### config.mk
export PLATFORM = sky130hd
export DESIGN_NAME = axi4_lite_master_arbiter
export DESIGN_NICKNAME = d
export VERILOG_FILES = /design/src/rtl/axi4_lite_master_arbiter.sv
export SDC_FILE = /design/constraint.sdc
export NUM_CORES = 1
export LEC_CHECK = 0
export CAP_MARGIN = 20
export CORE_ASPECT_RATIO = 0.75
export CORE_UTILIZATION = 45
export CTS_CLUSTER_DIAMETER = 200
export DETAILED_ROUTE_END_ITERATION = 10
export GPL_ROUTABILITY_DRIVEN = 0
export PLACE_DENSITY = 0.78
export SLEW_MARGIN = 10
export SYNTH_ARGS = -nofsm -noshare
export SYNTH_HDL_FRONTEND = slang
export SYNTH_HIERARCHICAL = 1
export SYNTH_SLANG_ARGS = --single-unit
### constraint.sdc
create_clock -name clk -period 1.4 [get_ports clk]
set_input_delay 0.28 -clock clk [delete_from_list [all_inputs] [get_ports clk]]
set_output_delay 0.28 -clock clk [all_outputs]
set_load 0.1 [all_outputs]
### src/rtl/axi4_lite_master_arbiter.sv
// axi4_lite_master_arbiter: round-robin AXI4-Lite master-port scheduler with independent read/write channels and watchdog
module axi4_lite_master_arbiter_ch #(
  parameter int N = 2,
  parameter int T = 256,
  parameter int IDX_W = 1
) (
  input  logic             clk,
  input  logic             rst,
  input  logic [N-1:0]     req,
  input  logic             done,
  output logic [N-1:0]     grant,
  output logic [IDX_W-1:0] grant_idx,
  output logic             busy,
  output logic             timeout
);
  localparam int CNT_W = T > 1 ? $clog2(T) : 1;
  localparam logic [CNT_W-1:0] LIMIT = CNT_W'(T > 0 ? T - 1 : 0);
  localparam logic [N-1:0] ONE = N'(1);
  typedef enum logic {IDLE, GRANT} state_t;
  state_t state, state_n;
  logic [N-1:0] grant_n;
  logic [IDX_W-1:0] idx_n, ptr, ptr_n, win;
  logic [CNT_W-1:0] cnt, cnt_n;
  logic busy_n, to_n, found, expire;
  function automatic logic [IDX_W-1:0] wrap(input int v);
    return IDX_W'(v % N);
  endfunction
  assign expire = (T != 0) && (cnt == LIMIT);
  // first requester at or circularly above the round-robin pointer
  always_comb begin
    win = '0;
    found = 1'b0;
    for (int i = 0; i < N; i++) begin
      if (!found && req[wrap(int'(ptr) + i)]) begin
        found = 1'b1;
        win = wrap(int'(ptr) + i);
      end
    end
  end
  // next state: grant from IDLE, hold until done or watchdog release
  always_comb begin
    state_n = state;
    grant_n = grant;
    idx_n = grant_idx;
    busy_n = busy;
    to_n = 1'b0;
    ptr_n = ptr;
    cnt_n = cnt;
    if (state == IDLE) begin
      if (|req) begin
        state_n = GRANT;
        grant_n = ONE << win;
        idx_n = win;
        busy_n = 1'b1;
        cnt_n = '0;
      end
    end else begin
      cnt_n = &cnt ? cnt : cnt + 1'b1;
      if (done || expire) begin
        state_n = IDLE;
        grant_n = '0;
        busy_n = 1'b0;
        ptr_n = wrap(int'(grant_idx) + 1);
        to_n = !done;
      end
    end
  end
  // registered state and outputs
  always_ff @(posedge clk) begin
    if (rst) begin
      state <= IDLE;
      grant <= '0;
      grant_idx <= '0;
      busy <= 1'b0;
      timeout <= 1'b0;
      ptr <= '0;
      cnt <= '0;
    end else begin
      state <= state_n;
      grant <= grant_n;
      grant_idx <= idx_n;
      busy <= busy_n;
      timeout <= to_n;
      ptr <= ptr_n;
      cnt <= cnt_n;
    end
  end
endmodule

module axi4_lite_master_arbiter #(
  parameter int MASTER_NUM = 2,
  parameter int TIMEOUT_CYCLES = 256,
  localparam int IDX_W = MASTER_NUM > 1 ? $clog2(MASTER_NUM) : 1
) (
  input  logic                  clk,
  input  logic                  rst,
  input  logic [MASTER_NUM-1:0] wr_req,
  input  logic                  wr_done,
  output logic [MASTER_NUM-1:0] wr_grant,
  output logic [IDX_W-1:0]      wr_grant_idx,
  output logic                  wr_busy,
  output logic                  wr_timeout,
  input  logic [MASTER_NUM-1:0] rd_req,
  input  logic                  rd_done,
  output logic [MASTER_NUM-1:0] rd_grant,
  output logic [IDX_W-1:0]      rd_grant_idx,
  output logic                  rd_busy,
  output logic                  rd_timeout
);
  axi4_lite_master_arbiter_ch #(.N(MASTER_NUM), .T(TIMEOUT_CYCLES), .IDX_W(IDX_W)) u_wr (
    .clk(clk), .rst(rst), .req(wr_req), .done(wr_done),
    .grant(wr_grant), .grant_idx(wr_grant_idx), .busy(wr_busy), .timeout(wr_timeout)
  );
  axi4_lite_master_arbiter_ch #(.N(MASTER_NUM), .T(TIMEOUT_CYCLES), .IDX_W(IDX_W)) u_rd (
    .clk(clk), .rst(rst), .req(rd_req), .done(rd_done),
    .grant(rd_grant), .grant_idx(rd_grant_idx), .busy(rd_busy), .timeout(rd_timeout)
  );
endmodule

==> run metrics, run 1 <==
all-layer global routing usage=0.260; total power=2.10 mW; Initial Utilization=0.484; Synth Area in Adders=0.0171; Max FO, Critical Path=3; Inserted Clock Buffers=5; drt wl/cell=15.6 µm; layout cell share with drive strength beyond 1=0.385; Synth warnings=6; first-pass GRT wire length=6530 µm; CTS Sinks=30; kind of critical path=flip-flop to flip-flop; CP endpoint kind=flip-flop; synthesis-to-layout area growth=47.1%; dpl cells=243; Synth Register Bits=30; Int Pwr=1.48 mW; Worst Hold Depth=2; die area=3480 µm²; GR Overflow Total=0; Final min period=1.48 ns; pwr/cell area=978 nW/µm²; largest family of logic cells by synthesized area=simple AND/OR/NAND/NOR gates; Post-Synth Simple-Gate Area=0.307; Critical R2R Launch=u_rd/cnt[1]; final instance area=2150 µm²; Final Slew Violations=0; hold_sp=u_rd/grant[1]; worst endpoint required time=1.58 ns; clk_skew=0.00247 ns; Final Non-Filler Cells=251; leading area contributor after synthesis=dfxtp_1; synth top area cells=dfxtp_1 41%, nand3_1 5.5%, nand2_1 3.6%; top post-synthesis cells by count=30 x dfxtp_1, 16 x nand3_1, 14 x nand2_1; DIE WIDTH=67.8 µm; maximum VDD drop=0.740 mV; placed cell areas=2010 µm²; period utilization=1.06; arrival time worst endpoint=1.66 ns; sequential share of the synthesized area=0.411; failing checks=setup timing; vias per inst=5.82; Core Region=3020 µm²; Final Hold Vio Count=0; largest net degree at the start of global routing=14; initial DRC count=85; flop-to-flop setup slack=-0.08 ns; slew of the pin with the lowest slew margin=0.436 ns; Pleak=0.839 nW; count leader, synth=dfxtp_1; Critical Path Start Type=flip-flop; clock latency at the later pin of the worst-skew pair=0.28 ns; share of the synthesized area in the top cell type=0.411; Net Count, Synth=172; CP bufs+invs=0; Flop pwr share=0.445; EDFF count, synth=0; CP delay by family, top=simple AND/OR/NAND/NOR gates; power share of the clock group=0.340; Die H=51.4 µm; drc violations=0; crit-path max cell delay=0.50 ns; Final nets=222; final-report setup violation count=4; vias=1460; H-tree levels=2; Main synth FF type=dfxtp_1; mapped cell area=1460 µm²; io pins=18; multiplexer area fraction after synthesis=0.0137; Root Driver=clkbuf_8; initial antenna violation count=0; sum of negative setup slack=-0.181 ns; RSZ-0062 raised after global routing=true; Syn Inst Count=162; Yosys cell types=35; final WL=3930 µm; clock buffer depth=2; Compound-Gate Fraction of Synth Area=0.209; Final WS setup=-0.0777 ns; Core Rows=17; Avg Inst Size Synth=9.02 µm²; post-DP HPWL=2910 µm; worst r2r path cells=4; Synth Area in XOR/XNOR=0; number of buffer cells added on primary ports=17; async set-reset flop share out of synthesis=0; vias in the first global route=1410; diodes inserted=0; Min-Delay Path Class=flip-flop to flip-flop; max_cap viols=0; Comb pwr share=0.215; router iterations before antenna repair=4; fmax=677 MHz; Psw=622 µW; worst path cell trace=ha_4, and3_4, or4_4, a31o_1; switching share of power=0.296; cell at the slowest stage of the critical path=or4_4; relative slew slack=0.708; Worst-path clk slew=0.06 ns; path length in cells of the critical path=4; Final ANT Viol Nets=0; Setup WS pre-CTS=-0.153 ns; CTS tree=built; status=complete, but fails checks; Critical Path Start=u_rd/cnt[1]
flip-flops by register name (all words and copies together) (netlist names):
signal          count
u_rd/timeout        1
u_rd/grant          2
u_rd/cnt            8
u_wr/cnt            8
u_wr/timeout        1
u_rd/busy           1
u_wr/grant          2
u_rd/state          1
u_wr/ptr            1
u_wr/state          1
u_wr/busy           1
u_wr/grant_idx      1
u_rd/grant_idx      1
u_rd/ptr            1
final cells by class:
type                            count  area [µm²]
Clock buffer                        7        86.3
Clock inverter                      1        5.00
Fill cell                         214         871
Inverter                            8        30.0
Multi-Input combinational cell    120         877
Sequential cell                    30         608
Tap cell                           38        47.5
Timing Repair Buffer               47         495
through the flow:
stage | utilization | hold slack, ns
after floorplan | - | 0.357
after global placement | 0.666 | 0.503
after detailed placement | 0.666 | 0.513
after CTS | 0.699 | 0.527
after global routing | 0.712 | 0.546
final | 0.712 | 0.520
routing by layer:
layer | vias up | GRT usage | routed length (µm) | part of all wire
met5 | - | 0 | 0 | 0
met3 | 5 | 0.0848 | 183 | 0.047
met4 | 0 | 0.115 | 54 | 0.014
met1 | 696 | 0.347 | 1930 | 0.49
li1 | 727 | - | - | -
met2 | 32 | 0.378 | 1750 | 0.45
kinds of logic (layout without fill, tap and decap cells):
group                      count (synthesis)  count (layout)
AOI/OAI and AO/OA                         40              40
buffers and inverters                     12              63
adders and majority gates                  2               2
muxes                                      2               2
and+or+nand+nor                           76              76
DFF                                       30              30
placed cells by master, fill, tap and decap left out, types with 3 or more instances in the layout:
| cell type | synthesis | routed |
|---|---|---|
| a21oi_1 | 4 | 4 |
| a31o_2 | 4 | 4 |
| a31oi_1 | 4 | 3 |
| and3_1 | 6 | 4 |
| buf_12 | 0 | 10 |
| buf_4 | 0 | 30 |
| clkbuf_8 | 0 | 6 |
| clkdlybuf4s50_1 | 0 | 7 |
| dfxtp_1 | 30 | 24 |
| dfxtp_2 | 0 | 6 |
| inv_1 | 8 | 8 |
| nand2_1 | 14 | 14 |
| nand2b_1 | 4 | 4 |
| nand3_1 | 16 | 13 |
| nand3_2 | 0 | 3 |
| nand3b_1 | 4 | 4 |
| nand4_1 | 4 | 4 |
| nor3_1 | 8 | 7 |
| nor4_1 | 6 | 6 |
| o21ai_0 | 8 | 8 |
timing repair:
item	CTS	global route
hold buffers	0	0
setup endpoints to repair	10	18
buffers inserted	0	0
resized for setup	2	10
final timing paths:
kind | end
max | u_rd/cnt[7]
min | u_rd/grant[1]
max reg2reg | u_rd/cnt[7]
min reg2reg | u_rd/grant[1]
tightest hold or removal path: cells and delay by family (launching register included):
kind            cells  cell delay (ns)
simple gates        1             0.07
compound gates      1             0.07
flops               1             0.34
power by group through the flow:
stage,sequential [mW],combinational [mW],clock (mW)
5_1_grt,0.939,0.477,0.774
3_3_place_gp,0.950,0.430,0
4_1_cts,0.933,0.446,0.729
3_5_place_dp,0.952,0.442,0
2_1_floorplan,1.07,0.122,0
6_report,0.935,0.452,0.715
Power figures use the tool's default switching activity.
==> run 2: changes to the inputs <==
--- a/config.mk
+++ b/config.mk
@@ -17,3 +17,4 @@
 export SYNTH_HDL_FRONTEND = slang
 export SYNTH_HIERARCHICAL = 1
 export SYNTH_SLANG_ARGS = --single-unit
+export TNS_END_PERCENT = 20
==> run metrics, run 2 (synthesis results as in run 1) <==
RSZ-0062 raised after global routing=true; H-tree levels=2 (unchanged); Initial Utilization=0.484 (unchanged); cell at the slowest stage of the critical path=or4_4; fillers=214 (unchanged); clock buffer depth=2 (unchanged); DIE WIDTH=67.8 µm (unchanged); relative slew slack=0.712 (+0.00443); Inserted Clock Buffers=5 (unchanged); Core Rows=17 (unchanged); most common cell after layout, fill and taps aside=buf_4; largest net degree at the start of global routing=14 (unchanged); final-report setup violation count=4 (unchanged); biggest registers after layout=u_rd/cnt: 8 flops, u_wr/cnt: 8 flops; maximum VDD drop=0.734 mV (-0.80%); routed wl met3=243 µm (+33%); Worst-path clk slew=0.06 ns (about the same); Pleak=0.839 nW (about the same); CTS tree=built; arrival time worst endpoint=1.65 ns (about the same); clk_skew=0.00175 ns (-0.000715 ns); Final Util=0.712 (unchanged); period utilization=1.05 (-0.00132); M1 WL=1840 µm (-4.6%); post-DP HPWL=2910 µm (unchanged); crit-path max cell delay=0.50 ns (about the same); pwr/cell area=976 nW/µm² (-0.20%); CP delay by family, top=simple AND/OR/NAND/NOR gates; Critical Path Start Type=flip-flop; Post-CTS Hold Buffers=0 (unchanged); Die H=51.4 µm (unchanged); status=complete, but fails checks; clock latency at the later pin of the worst-skew pair=0.28 ns (about the same); Final Non-Filler Cells=251 (unchanged); met2 wire length=1770 µm (+0.74%); GR Overflow Total=0 (unchanged); Min-Delay Path Class=flip-flop to flip-flop; most frequent cells in the layout=30 x buf_4, 24 x dfxtp_1, 14 x nand2_1, 13 x nand3_1, 10 x buf_12; diodes inserted=0 (unchanged); Final ANT Viol Nets=0 (unchanged); CP endpoint kind=flip-flop; Final min period=1.48 ns (-0.00184 ns); first-pass GRT wire length=6530 µm (unchanged); initial antenna violation count=0 (unchanged); Max FO, Critical Path=4 (+1); router iterations before antenna repair=4 (unchanged); vias=1475 (+1.0%); slew of the pin with the lowest slew margin=0.429 ns (-0.00661 ns); Final Hold Vio Count=0 (unchanged); max_cap viols=0 (unchanged); sum of negative setup slack=-0.178 ns (+0.00279 ns); worst endpoint required time=1.58 ns (about the same); number of buffer cells added on primary ports=17 (unchanged); Final Slew Violations=0 (unchanged); CTS Sinks=30 (unchanged); io pins=18 (unchanged); Core Region=3020 µm² (unchanged); die area=3480 µm² (unchanged); layout cell share with drive strength beyond 1=0.385 (unchanged); CP bufs+invs=0 (unchanged); Root Driver=clkbuf_8; final WL=3910 µm (-0.43%); drc violations=0 (unchanged); vias in the first global route=1407 (-0.21%); Final nets=222 (unchanged); drt wl/cell=15.6 µm (-0.43%); Final WS setup=-0.0759 ns (+0.00184 ns); all-layer global routing usage=0.260 (unchanged); highest metal used=met4; Setup Buffers After CTS=0 (unchanged); fmax=678 MHz (+0.13%); dpl cells=243 (unchanged); failing checks=setup timing; worst path cell trace=ha_4, and3_4, or4_4, a31o_1; initial DRC count=100 (+18%); kind of critical path=flip-flop to flip-flop; synthesis-to-layout area growth=47.1% (unchanged); vias per inst=5.88 (+1.0%)
## run 2: cell counts in the layout (fill, tap and decap cells not counted)
No cell type changed its count.
## run 2: layer usage
layer / GRT usage / vias up
li1: - / 726
met1: 0.351 / 693
met2: 0.378 / 51
met3: 0.0781 / 5
met4: 0.115 / 0
met5: 0 / -
## run 2: repair_timing
action | CTS | global route
pin swaps | 0 | 1
setup endpoints to repair | 10 | 18
resized for setup | 2 | 10
## run 2: final cells by class
class	count	area [µm²]	share of cell area
well taps	38	47.5	0.0221
repair buffers	47	495	0.231
clock buffers	7	86.3	0.0402
multi-input cells	120	877	0.408
inverters	8	30.0	0.0140
clock inverters	1	5.00	0.00233
flip-flops and latches	30	608	0.283
## run 2: path summary, 6_finish.rpt
| kind | start | slack [ns] | cells after the start | endpoint |
|---|---|---|---|---|
| max | u_wr/cnt[0] | -0.08 | 4 | u_wr/cnt[7] |
| min | u_rd/grant[1] | 0.52 | 2 | u_rd/grant[1] |
| max reg2reg | u_wr/cnt[0] | -0.08 | 4 | u_wr/cnt[7] |
| min reg2reg | u_rd/grant[1] | 0.52 | 2 | u_rd/grant[1] |
## run 2: where the power goes
group | internal [mW] | total [mW] | switching, mW | leakage, nW
Combinational | 0.191 | 0.451 | 0.260 | 0.544
Sequential | 0.893 | 0.935 | 0.0416 | 0.247
Clock | 0.396 | 0.712 | 0.316 | 0.0482
## run 2: metrics by stage
step | worst slack, ns | hold slack [ns] | instance area [µm²] | total power, mW
6_report | -0.0759 | 0.520 | 2150 | 2.10
5_1_grt | -0.106 | 0.546 | 2150 | 2.19
3_3_place_gp | -0.0916 | 0.503 | 2010 | 1.38
3_5_place_dp | -0.153 | 0.513 | 2010 | 1.39
4_1_cts | -0.0704 | 0.527 | 2110 | 2.11
2_1_floorplan | -0.0328 | 0.357 | 1500 | 1.19
## run 2: worst register-to-register path, cell delays in order, from the launching register on
cell	delay, ns
dfxtp_2	0.34
ha_4	0.16
and3_4	0.19
or4_4	0.50
a31o_1	0.19
==> run 3: changes to the inputs <==
--- a/config.mk
+++ b/config.mk
@@ -10,8 +10,9 @@
 export CORE_UTILIZATION = 45
 export CTS_CLUSTER_DIAMETER = 200
 export DETAILED_ROUTE_END_ITERATION = 10
+export DONT_BUFFER_PORTS = 1
 export GPL_ROUTABILITY_DRIVEN = 0
-export PLACE_DENSITY = 0.78
+export PLACE_DENSITY = 0.71
 export SLEW_MARGIN = 10
 export SYNTH_ARGS = -nofsm -noshare
 export SYNTH_HDL_FRONTEND = slang
==> run metrics, run 3 (synthesis results as in run 1) <==
first-pass GRT wire length=6140 µm (-6.0%); drc violations=0 (unchanged); CP delay by family, top=simple AND/OR/NAND/NOR gates; hold_ws=0.0511 ns (-0.469 ns); area of the multi-input gates=882 µm² (+0.57%); initial antenna violation count=0 (unchanged); vias per inst=5.97 (+1.6%); Core Rows=17 (unchanged); Final nets=214 (-3.6%); Die H=51.4 µm (unchanged); biggest registers after layout=u_rd/cnt: 8 flops, u_wr/cnt: 8 flops; Final ANT Viol Nets=0 (unchanged); diodes inserted=0 (unchanged); CTS Sinks=30 (unchanged); CP endpoint kind=flip-flop; Final Hold Vio Count=0 (unchanged); Root Driver=clkbuf_8; vias=1445 (-2.0%); vias in the first global route=1377 (-2.1%); largest net degree at the start of global routing=21 (+7); max_cap viols=0 (unchanged); Post-CTS Hold Buffers=0 (unchanged); Final Slew Violations=0 (unchanged); Int Pwr=1.58 mW (+6.6%); Flop pwr share=0.426 (-0.020); layout cell share with drive strength beyond 1=0.387 (+0.00228); initial DRC count=76 (-24%); worst r2r path cells=4 (unchanged); most frequent cells in the layout=39 x buf_4, 25 x dfxtp_1, 14 x nand2_1, 13 x nand3_1; Max FO, Critical Path=3 (-1); drt wl/cell=15.4 µm (-0.87%); Final min period=1.48 ns (+0.00581 ns); status=complete, but fails checks; Core Region=3020 µm² (unchanged); Final Util=0.653 (-0.0588); io pins=18 (unchanged); Setup WS pre-CTS=-0.0670 ns (+0.0862 ns); path length in cells of the critical path=4 (unchanged); register area=607 µm² (-0.21%); Worst-path clk slew=0.06 ns (about the same); Initial Utilization=0.484 (unchanged); worst endpoint required time=1.58 ns (about the same); Pleak=0.782 nW (-6.8%); failing checks=setup timing; clock latency at the later pin of the worst-skew pair=0.28 ns (about the same); kind of critical path=flip-flop to flip-flop; Min-Delay Path Class=input port to flip-flop; worst path cell trace=ha_4, and3_4, or4_4, a31o_1; CP bufs+invs=0 (unchanged); fillers=243 (+14%); synthesis-to-layout area growth=34.9%; sum of negative setup slack=-0.148 ns (+0.0303 ns); arrival time worst endpoint=1.66 ns (about the same); Critical Path Start Type=flip-flop; H-tree levels=2 (unchanged); Psw=585 µW (-5.4%); Comb pwr share=0.163 (-0.052); GR Overflow Total=0 (unchanged); Worst Hold Depth=1 (-1); final WL=3740 µm (-4.4%); Final WS setup=-0.0817 ns (-0.00581 ns); fmax=675 MHz (-0.39%); clock buffer depth=2 (unchanged); router iterations before antenna repair=4 (unchanged); pwr/cell area=1100 nW/µm² (+12%); CTS tree=built; die area=3480 µm² (unchanged); final-report setup violation count=2 (-2); RSZ-0062 raised after global routing=true; Inserted Clock Buffers=5 (unchanged); DIE WIDTH=67.8 µm (unchanged); power share of the clock group=0.411 (+0.072); number of buffer cells added on primary ports=0 (-17); most common cell after layout, fill and taps aside=buf_4; post-DP HPWL=2690 µm (-7.4%); period utilization=1.06 (+0.00415); cell at the slowest stage of the critical path=or4_4; slew of the pin with the lowest slew margin=0.327 ns (-0.102 ns); maximum VDD drop=0.733 mV (-0.17%); crit-path max cell delay=0.50 ns (about the same); switching share of power=0.270 (-0.0243); all-layer global routing usage=0.243 (-0.0167); relative slew slack=0.780 (+0.0681); clk_skew=0.00361 ns (+0.00186 ns)
-- run 3: final cells by class --
cell class / instances / area share
timing repair buffer: 39 / 0.148
sequential: 30 / 0.308
multi-input combinational: 120 / 0.447
tap: 38 / 0.0241
inverter: 8 / 0.0152
clock buffer: 6 / 0.0419
clock inverter: 1 / 0.0152
-- run 3: per-layer routing --
layer  global-route usage  wire length (µm)  up-vias
met5                    0                 0        -
met4                0.101                48        0
met3               0.0580               166        6
met2                0.361              1720       32
met1                0.334              1800      696
li1                     -                 -      711
-- run 3: per-stage QoR --
stage | total power [mW] | instances | area, µm²
3_5_place_dp | 1.28 | 234 | 1800
6_report | 2.16 | 242 | 1970
4_1_cts | 2.16 | 241 | 1920
5_1_grt | 2.24 | 242 | 1970
3_3_place_gp | 1.27 | 234 | 1800
2_1_floorplan | 1.19 | 162 | 1500
-- run 3: power groups by stage --
stage,clock network [mW],logic (mW),registers [mW]
floorplan,0,0.122,1.07
global placement,0,0.335,0.936
detailed placement,0,0.344,0.938
CTS,0.899,0.346,0.920
global route,0.941,0.373,0.924
finish,0.889,0.352,0.921
-- run 3: final timing paths --
path	from	end	slack, ns
worst max-delay path	u_rd/cnt[1]	u_rd/cnt[7]	-0.08
worst min-delay path	rst	u_wr/ptr	0.05
worst max register to register	u_rd/cnt[1]	u_rd/cnt[7]	-0.08
worst min register to register	u_wr/grant_idx	u_wr/ptr	0.47
-- run 3: timing repair --
item                       4_1_cts  5_1_grt
gates resized for setup          2       10
cloned                           0        0
setup endpoints to repair        7       15
buffers inserted                 0        1
